[config.mk]
export PLATFORM = sky130hd
export DESIGN_NAME = div_seq
export DESIGN_NICKNAME = d
export VERILOG_FILES = /design/src/rtl/div_seq_pkg.sv /design/src/rtl/div_seq.sv
export SDC_FILE = /design/constraint.sdc
export NUM_CORES = 1
export LEC_CHECK = 0
export BUFFER_PORTS_ARGS = -buffer_cell sky130_fd_sc_hd__buf_4
export CAP_MARGIN = 10
export CELL_PAD_IN_SITES_DETAIL_PLACEMENT = 0
export CELL_PAD_IN_SITES_GLOBAL_PLACEMENT = 1
export CORE_MARGIN = 3
export CORE_UTILIZATION = 47
export CTS_CLUSTER_DIAMETER = 60
export CTS_CLUSTER_SIZE = 8
export DETAILED_ROUTE_END_ITERATION = 7
export PLACE_DENSITY = 0.91
export SYNTH_ARGS = -nofsm -noshare
export SYNTH_HDL_FRONTEND = slang
export SYNTH_SLANG_ARGS = --single-unit
export TNS_END_PERCENT = 30
[constraint.sdc]
create_clock -name clk -period 4.4 [get_ports clk]
set_input_delay 0.44 -clock clk [delete_from_list [all_inputs] [get_ports clk]]
set_output_delay 0.44 -clock clk [all_outputs]
set_load 0.01 [all_outputs]
[src/rtl/div_seq_pkg.sv]
// Shared encodings for the multi-cycle divide sequencer used by the EX stage.
// State codes, start/ready levels and sign-mode selects live here.
package div_seq_pkg;

  localparam int DivWidth = 32;

  typedef enum logic [1:0] {
    DivFree   = 2'b00,
    DivByZero = 2'b01,
    DivOn     = 2'b10,
    DivEnd    = 2'b11
  } div_state_e;

  localparam logic DivStart          = 1'b1;
  localparam logic DivStop           = 1'b0;
  localparam logic DivResultReady    = 1'b1;
  localparam logic DivResultNotReady = 1'b0;
  localparam logic DivSigned         = 1'b1;
  localparam logic DivUnsigned       = 1'b0;

endpackage

[src/rtl/div_seq.sv]
// Restoring divider for DIV/DIVU: one quotient bit per cycle, {remainder, quotient} out.
// Signed operands are divided as magnitudes and the signs are fixed up at the end.
module div_seq
  import div_seq_pkg::*;
#(
  parameter int WIDTH = DivWidth
) (
  input  logic                 clk,
  input  logic                 rst,
  input  logic                 signed_div_i,
  input  logic [WIDTH-1:0]     opdata1_i,
  input  logic [WIDTH-1:0]     opdata2_i,
  input  logic                 start_i,
  input  logic                 annul_i,
  output logic [2*WIDTH-1:0]   result_o,
  output logic                 ready_o,
  output logic                 busy_o
);

  localparam int              CntW    = $clog2(WIDTH) + 1;
  localparam logic [CntW-1:0] LastCnt = CntW'(WIDTH);
  localparam logic [CntW-1:0] OneCnt  = {{(CntW-1){1'b0}}, 1'b1};
  localparam logic [WIDTH-1:0] OneW   = {{(WIDTH-1){1'b0}}, 1'b1};

  div_state_e           r_state;
  div_state_e           w_state_nxt;
  logic [CntW-1:0]      r_cnt;
  logic [2*WIDTH:0]     r_work;
  logic [WIDTH-1:0]     r_divisor;
  logic                 r_signed;
  logic                 r_op1_neg;
  logic                 r_op2_neg;
  logic [2*WIDTH-1:0]   r_result;

  logic                 w_signed;
  logic                 w_accept;
  logic                 w_op1_neg;
  logic                 w_op2_neg;
  logic [WIDTH-1:0]     w_op1_abs;
  logic [WIDTH-1:0]     w_op2_abs;
  logic [WIDTH:0]       w_trial;
  logic [WIDTH-1:0]     w_quot;
  logic [WIDTH-1:0]     w_rem;
  logic [WIDTH-1:0]     w_quot_fix;
  logic [WIDTH-1:0]     w_rem_fix;

  assign w_signed  = (signed_div_i != DivUnsigned);
  assign w_accept  = (start_i == DivStart) && !annul_i;
  assign w_op1_neg = w_signed & opdata1_i[WIDTH-1];
  assign w_op2_neg = w_signed & opdata2_i[WIDTH-1];
  assign w_op1_abs = w_op1_neg ? (~opdata1_i + OneW) : opdata1_i;
  assign w_op2_abs = w_op2_neg ? (~opdata2_i + OneW) : opdata2_i;

  // Trial subtract is one bit wider so its MSB is the borrow (negative result).
  assign w_trial    = {1'b0, r_work[2*WIDTH-1:WIDTH]} - {1'b0, r_divisor};
  assign w_quot     = r_work[WIDTH-1:0];
  assign w_rem      = r_work[2*WIDTH:WIDTH+1];
  assign w_quot_fix = (r_signed && (r_op1_neg ^ r_op2_neg)) ? (~w_quot + OneW) : w_quot;
  assign w_rem_fix  = (r_signed && r_op1_neg) ? (~w_rem + OneW) : w_rem;

  // State register
  always_ff @(posedge clk) begin
    if (!rst) begin
      r_state <= DivFree;
    end else begin
      r_state <= w_state_nxt;
    end
  end

  // Next-state logic; a flush overrides everything
  always_comb begin
    w_state_nxt = r_state;
    if (annul_i) begin
      w_state_nxt = DivFree;
    end else begin
      case (r_state)
        DivFree: begin
          if (start_i == DivStart) begin
            w_state_nxt = (opdata2_i == {WIDTH{1'b0}}) ? DivByZero : DivOn;
          end else begin
            w_state_nxt = DivFree;
          end
        end
        DivByZero: w_state_nxt = DivEnd;
        DivOn: begin
          if (r_cnt == LastCnt) begin
            w_state_nxt = DivEnd;
          end else begin
            w_state_nxt = DivOn;
          end
        end
        DivEnd: begin
          if (start_i == DivStop) begin
            w_state_nxt = DivFree;
          end else begin
            w_state_nxt = DivEnd;
          end
        end
        default: w_state_nxt = DivFree;
      endcase
    end
  end

  // Datapath: operand capture, iterations and sign fix-up
  always_ff @(posedge clk) begin
    if (!rst) begin
      r_cnt     <= {CntW{1'b0}};
      r_work    <= {(2*WIDTH+1){1'b0}};
      r_divisor <= {WIDTH{1'b0}};
      r_signed  <= 1'b0;
      r_op1_neg <= 1'b0;
      r_op2_neg <= 1'b0;
      r_result  <= {(2*WIDTH){1'b0}};
    end else begin
      case (r_state)
        DivFree: begin
          if (w_accept) begin
            r_signed  <= w_signed;
            r_op1_neg <= w_op1_neg;
            r_op2_neg <= w_op2_neg;
            r_divisor <= w_op2_abs;
            r_work    <= {{WIDTH{1'b0}}, w_op1_abs, 1'b0};
            r_cnt     <= {CntW{1'b0}};
            r_result  <= {(2*WIDTH){1'b0}};
          end
        end
        DivByZero: r_result <= {(2*WIDTH){1'b0}};
        DivOn: begin
          if (r_cnt != LastCnt) begin
            if (w_trial[WIDTH]) begin
              r_work <= {r_work[2*WIDTH-1:0], 1'b0};
            end else begin
              r_work <= {w_trial[WIDTH-1:0], r_work[WIDTH-1:0], 1'b1};
            end
            r_cnt <= r_cnt + OneCnt;
          end else begin
            r_result <= {w_rem_fix, w_quot_fix};
          end
        end
        DivEnd: r_result <= r_result;
        default: r_cnt <= {CntW{1'b0}};
      endcase
    end
  end

  // Output decode from the state register
  always_comb begin
    ready_o  = DivResultNotReady;
    busy_o   = 1'b0;
    result_o = {(2*WIDTH){1'b0}};
    case (r_state)
      DivByZero, DivOn: busy_o = 1'b1;
      DivEnd: begin
        ready_o  = DivResultReady;
        result_o = r_result;
      end
      default: busy_o = 1'b0;
    endcase
  end

endmodule

# == Word-level counts from Yosys, hierarchy flattened ==
# Cells that the tools add are included.
# word_totals
output_inout_bits,66
register_bits,172
wordCells,65
inputBits,69
# op_classes
add_sub_neg,6
n_bitwise,9
mux,22
reduce_logical,12
eq_ne,8
# ops
op,n
$mux 65,3
$mux 64,3
$pmux 64 s3,1
$pmux 65 s2,1
$add 32x1->32 const B,4
$mux 32,4
$not 32->32,4
$sub 32x32->33,1
$logic_not 32->1,1
$mux 6,2
$pmux 6 s2,1
$pmux 2 s4,1
$add 6x1->6 const B,1
$eq 6x6->1 const B,1
$mux 2,3
$ne 2x2->1 const B,3
$ne 6x6->1 const B,1
$reduce_and 3->1,2
$eq 2x2->1 const B,2
$reduce_or 2->1,2
$logic_and 1x1->1,3
$mux 1,3
$and 1x1->1,2
$eq 2x1->1 const B,1
6 further kinds,7

# == Logic depth before layout (Yosys ltp) ==
# logic_depth
ltp_word,5
ltp_mapped,14
mapped_depth_nobuf,12

# == Least setup slack after synthesis ==
# Ideal clock, no wire load.
# synth_timing
path_type,register to register
from,register r_work[32]
to,register r_work[56]
t_required_ns,4.278
period_less_slack_ns,2.854
setup_time_ns,0.122
n_path_buf,2
path_stages_with_launch,14
arrival_time_ns,2.732
path_slack_ns,1.546
cell_sequence,dfxtp_1 > inv_1 > ha_1 > fa_1 > nor2b_1 > o2111ai_1 > a31oi_1 > a311oi_1 > o221a_2 > a31o_2 > buf_6 > buf_6 > a32oi_1 > o21ai_1
# synth_via
elab_chain_cells,4
# synth_lines
element,line,rtl
from (decl),div_seq.sv:28,logic [2*WIDTH:0] r_work;
from (signal assigned),div_seq.sv:108,r_work <= {(2*WIDTH+1){1'b0}};
from (signal assigned),div_seq.sv:122,"r_work <= {{WIDTH{1'b0}}, w_op1_abs, 1'b0};"
from (signal assigned),div_seq.sv:131,"r_work <= {r_work[2*WIDTH-1:0], 1'b0};"
$sub 32x32->33,div_seq.sv:55,"assign w_trial = {1'b0, r_work[2*WIDTH-1:WIDTH]} - {1'b0, r_divisor};"
$mux 65,div_seq.sv:130,if (w_trial[WIDTH]) begin
$mux 65,div_seq.sv:129,if (r_cnt != LastCnt) begin
$pmux 65 s2,div_seq.sv:115,case (r_state)
# Every way passes these cells. The select of a mux whose other input is x is not followed.
# A chain may end at the register's enable or synchronous reset.

# == Final worst setup path ==
# layout_timing
from,register r_work[34]
to,register r_work[45]
# The elaborated chain is that of the path after synthesis.

==> out/qor.txt <==
status: finished, final reports clean
number of detailed-route iterations in the first pass: 5
Pwr Total: 3840 uW
Core Footprint: 23,000 um^2
via/cell ratio: 5.50
Starting Density: 48.7%
Pleak: 0.00526 uW
Layout Cells excl Fill: 1,891
Root Buffer: clkbuf_16
CP peak stage delay: 0.82 ns
worst IR drop on VDD: 0.261 mV
Max Clock Freq: 0.276 GHz
crit path cell chain: ha_1 > nor2b_1 > o2111ai_1 > a31oi_1 > a311oi_1 > o221a_2 > a31o_2 > o21ai_0 > a22o_1
max-cap violation count: 0
register share of total power: 43.2%
Overflow after GRT: 0
DRT Wirelength: 30,100 um
WS Path Type: flop to flop
largest net degree at the start of global routing: 68
first-pass GRT wire length: 49,400 um
post-cts resize count: 0
Layout area overhead: 15.6%
post-layout util: 56.3%
RR Startpoint: r_work[34]
synthesized area per cell: 7.54 um^2
critical path arrival: 3.96 ns
clock insertion delay at the later pin of the skew report: 0.44 ns
num ports: 135
main combinational cell family by area after synthesis: compound AO/OA/AOI/OAI gates
via total after detailed routing: 10,398
number of synthesized flops with an enable pin: 0
Synth Area in Adders: 4.99%
Antenna Violating Nets Remaining: 0
RSZ-0062 raised after global routing: false
Hold-fix buffers, CTS: 0
Internal Power: 2630 uW
Setup TNS: 0 ns
Seq cells post-synth: 172
GP Congestion: 0.929
Psw: 1200 uW
crit path buf inv count: 0
Post-Synth XOR/XNOR Area: 11.5%
Hold Path Class: input port to flop
row cnt: 55
area of the mapped netlist: 11,200 um^2
Syn Nets: 1,597
Crit. Startpoint: r_work[34]
Sw Ratio: 31.4%
Die Footprint: 25,700 um^2
Worst-Margin Slew: 1.13 ns
Clock Skew: 0.0131 ns
Crit Path Max Fanout: 59
CP max-delay cell: a31o_2
post-synthesis instance total: 1,484
Top delay family on crit path: compound AO/OA/AOI/OAI gates
placed insts: 1,859
DR iter-0 viols: 828
Yosys warnings: 0
setup violators final: 0
Simple-Gate Fraction of Synth Area: 22.7%
Cell variety after synth: 68
Compound-Gate Fraction of Synth Area: 24.6%
H-Tree Depth: 4
Inserted Clock Buffers: 17
maximum root-to-sink buffer count: 2
Max Slew Vio Count: 0
Fin. Hold Viols: 0
critical path launch point type: flop
sequential element share of the synthesized area: 30.8%
period utilization: 82.5%
CTS sink count: 172
Post-CTS Setup Inserts: 0
post-synthesis mux area share: 0.358%
DRC Markers: 0
die extent in x: 160 um
antenna violations before repair: 0
WP data required: 4.73 ns
Die Ht: 160 um
CTS clock-pin slew for the worst setup and hold paths: 0.08 ns
clock group share of total power: 39.0%
overall routing resource usage: 23.1%
ANT cells: 0
Routed wire per std cell: 15.9 um
vias in the first global route: 9,252
ys async rst share: 0%
Comb power frac: 17.7%
IO Port Bufs: 134
Post-DP HPWL: 22,800 um
CTS tree: yes
post-layout min period: 3.63 ns
share of cells above drive strength 1: 12.8%
hold wc startpoint: annul_i
Final Net Count: 1,678
CP endpoint kind: flop
main flop type after synthesis: dfxtp_1
power density over cell area: 297 nW/um^2
Max-slew headroom: 24.3%
placed cells by master (no fill, tap or decap), drive strengths merged, types with 43 or more instances in the layout:
cell type / count
inv: 66
ha: 43
o21ai: 120
nand2: 172
dfxtp: 172
nor2: 179
buf: 147
a21oi: 109
xor2: 65
xnor2: 82
and2: 72
final timing paths:
path / end / slack, ns / cells past startpoint
max: r_work[45] / 0.77 / 9
min: r_state[0] / 0.30 / 3
max reg2reg: r_work[45] / 0.77 / 9
min reg2reg: r_result[21] / 0.45 / 2
layer usage:
metal  routed length (um)  global-route usage (%)
met1                16200                    38.2
met2                11500                    30.8
met3                 2030                    3.32
met4                  306                    4.97
met5                    0                       0
worst min-delay path: cells and delay by family:
family	cells	cell delay [ns]
and+or+nand+nor	1	0.11
buffers and inverters	1	0.08
AOI/OAI and AO/OA	1	0.06
synthesized netlist by cell type (all sizes together), types with 3 or more instances:
library cell | count | area share (%)
a41oi | 4 | 0.31
a22oi | 42 | 2.8
mux2i | 4 | 0.36
or4 | 7 | 0.47
o21ai | 120 | 5.4
a31o | 4 | 0.31
o211ai | 5 | 0.34
o21a | 6 | 0.40
o2111ai | 3 | 0.23
nor4 | 15 | 0.89
inv | 59 | 2.0
a22o | 19 | 1.5
or3 | 14 | 0.83
nor2b | 5 | 0.28
or2 | 5 | 0.30
a211oi | 32 | 2.1
clkbuf | 75 | 2.5
a21oi | 109 | 4.9
a31oi | 15 | 0.84
ha | 43 | 4.8
nor2 | 179 | 6.0
and3 | 6 | 0.34
a221oi | 3 | 0.23
nand4 | 7 | 0.39
a21o | 13 | 0.87
o41ai | 8 | 0.63
xor2 | 65 | 5.1
dfxtp | 172 | 31
a32oi | 11 | 0.86
nor3 | 19 | 0.85
nand2b | 15 | 0.91
nor4b | 3 | 0.23
o31ai | 14 | 0.94
nand3 | 13 | 0.58
xnor2 | 82 | 6.4
and2 | 72 | 4.0
buf | 10 | 0.55
a311oi | 6 | 0.53
nand2 | 172 | 5.8
nor3b | 3 | 0.30
o22a | 8 | 0.63
cell families after synthesis:
group / Yosys count
muxes: 4
AOI/OAI and AO/OA: 430
DFF: 172
and+or+nand+nor: 541
xor gates and xnor gates: 147
buffers and inverters: 146
adders and majority gates: 44
flip-flops by register name (all words and copies together) (netlist names):
name       flops
r_result      64
r_work        65
r_signed       1
r_op2_neg      1
r_state        2
r_cnt          6
r_divisor     32
r_op1_neg      1
stage by stage:
stage	hold WS (ns)	area, um^2	setup WS (ns)
after floorplan	0.417	11200	1.55
after global placement	0.430	12400	0.968
after detailed placement	0.438	12400	0.832
after CTS	0.290	12900	0.781
after global routing	0.313	12900	0.374
final	0.297	12900	0.770
area by class of cell:
cell class / count / area [um^2]
Clock buffer: 18 / 429
Clock inverter: 14 / 150
Fill cell: 2317 / 10100
Inverter: 61 / 230
Multi-Input combinational cell: 1166 / 7180
Sequential cell: 172 / 3440
Tap cell: 313 / 392
Timing Repair Buffer: 147 / 1100
power by group through the flow:
stage	logic, uW	registers (uW)	clock network, uW
finish	680	1660	1500
global route	759	1660	1580
CTS	673	1660	1520
detailed placement	670	1690	0
global placement	670	1690	0
floorplan	475	1670	0
Power figures use the tool's default switching activity.
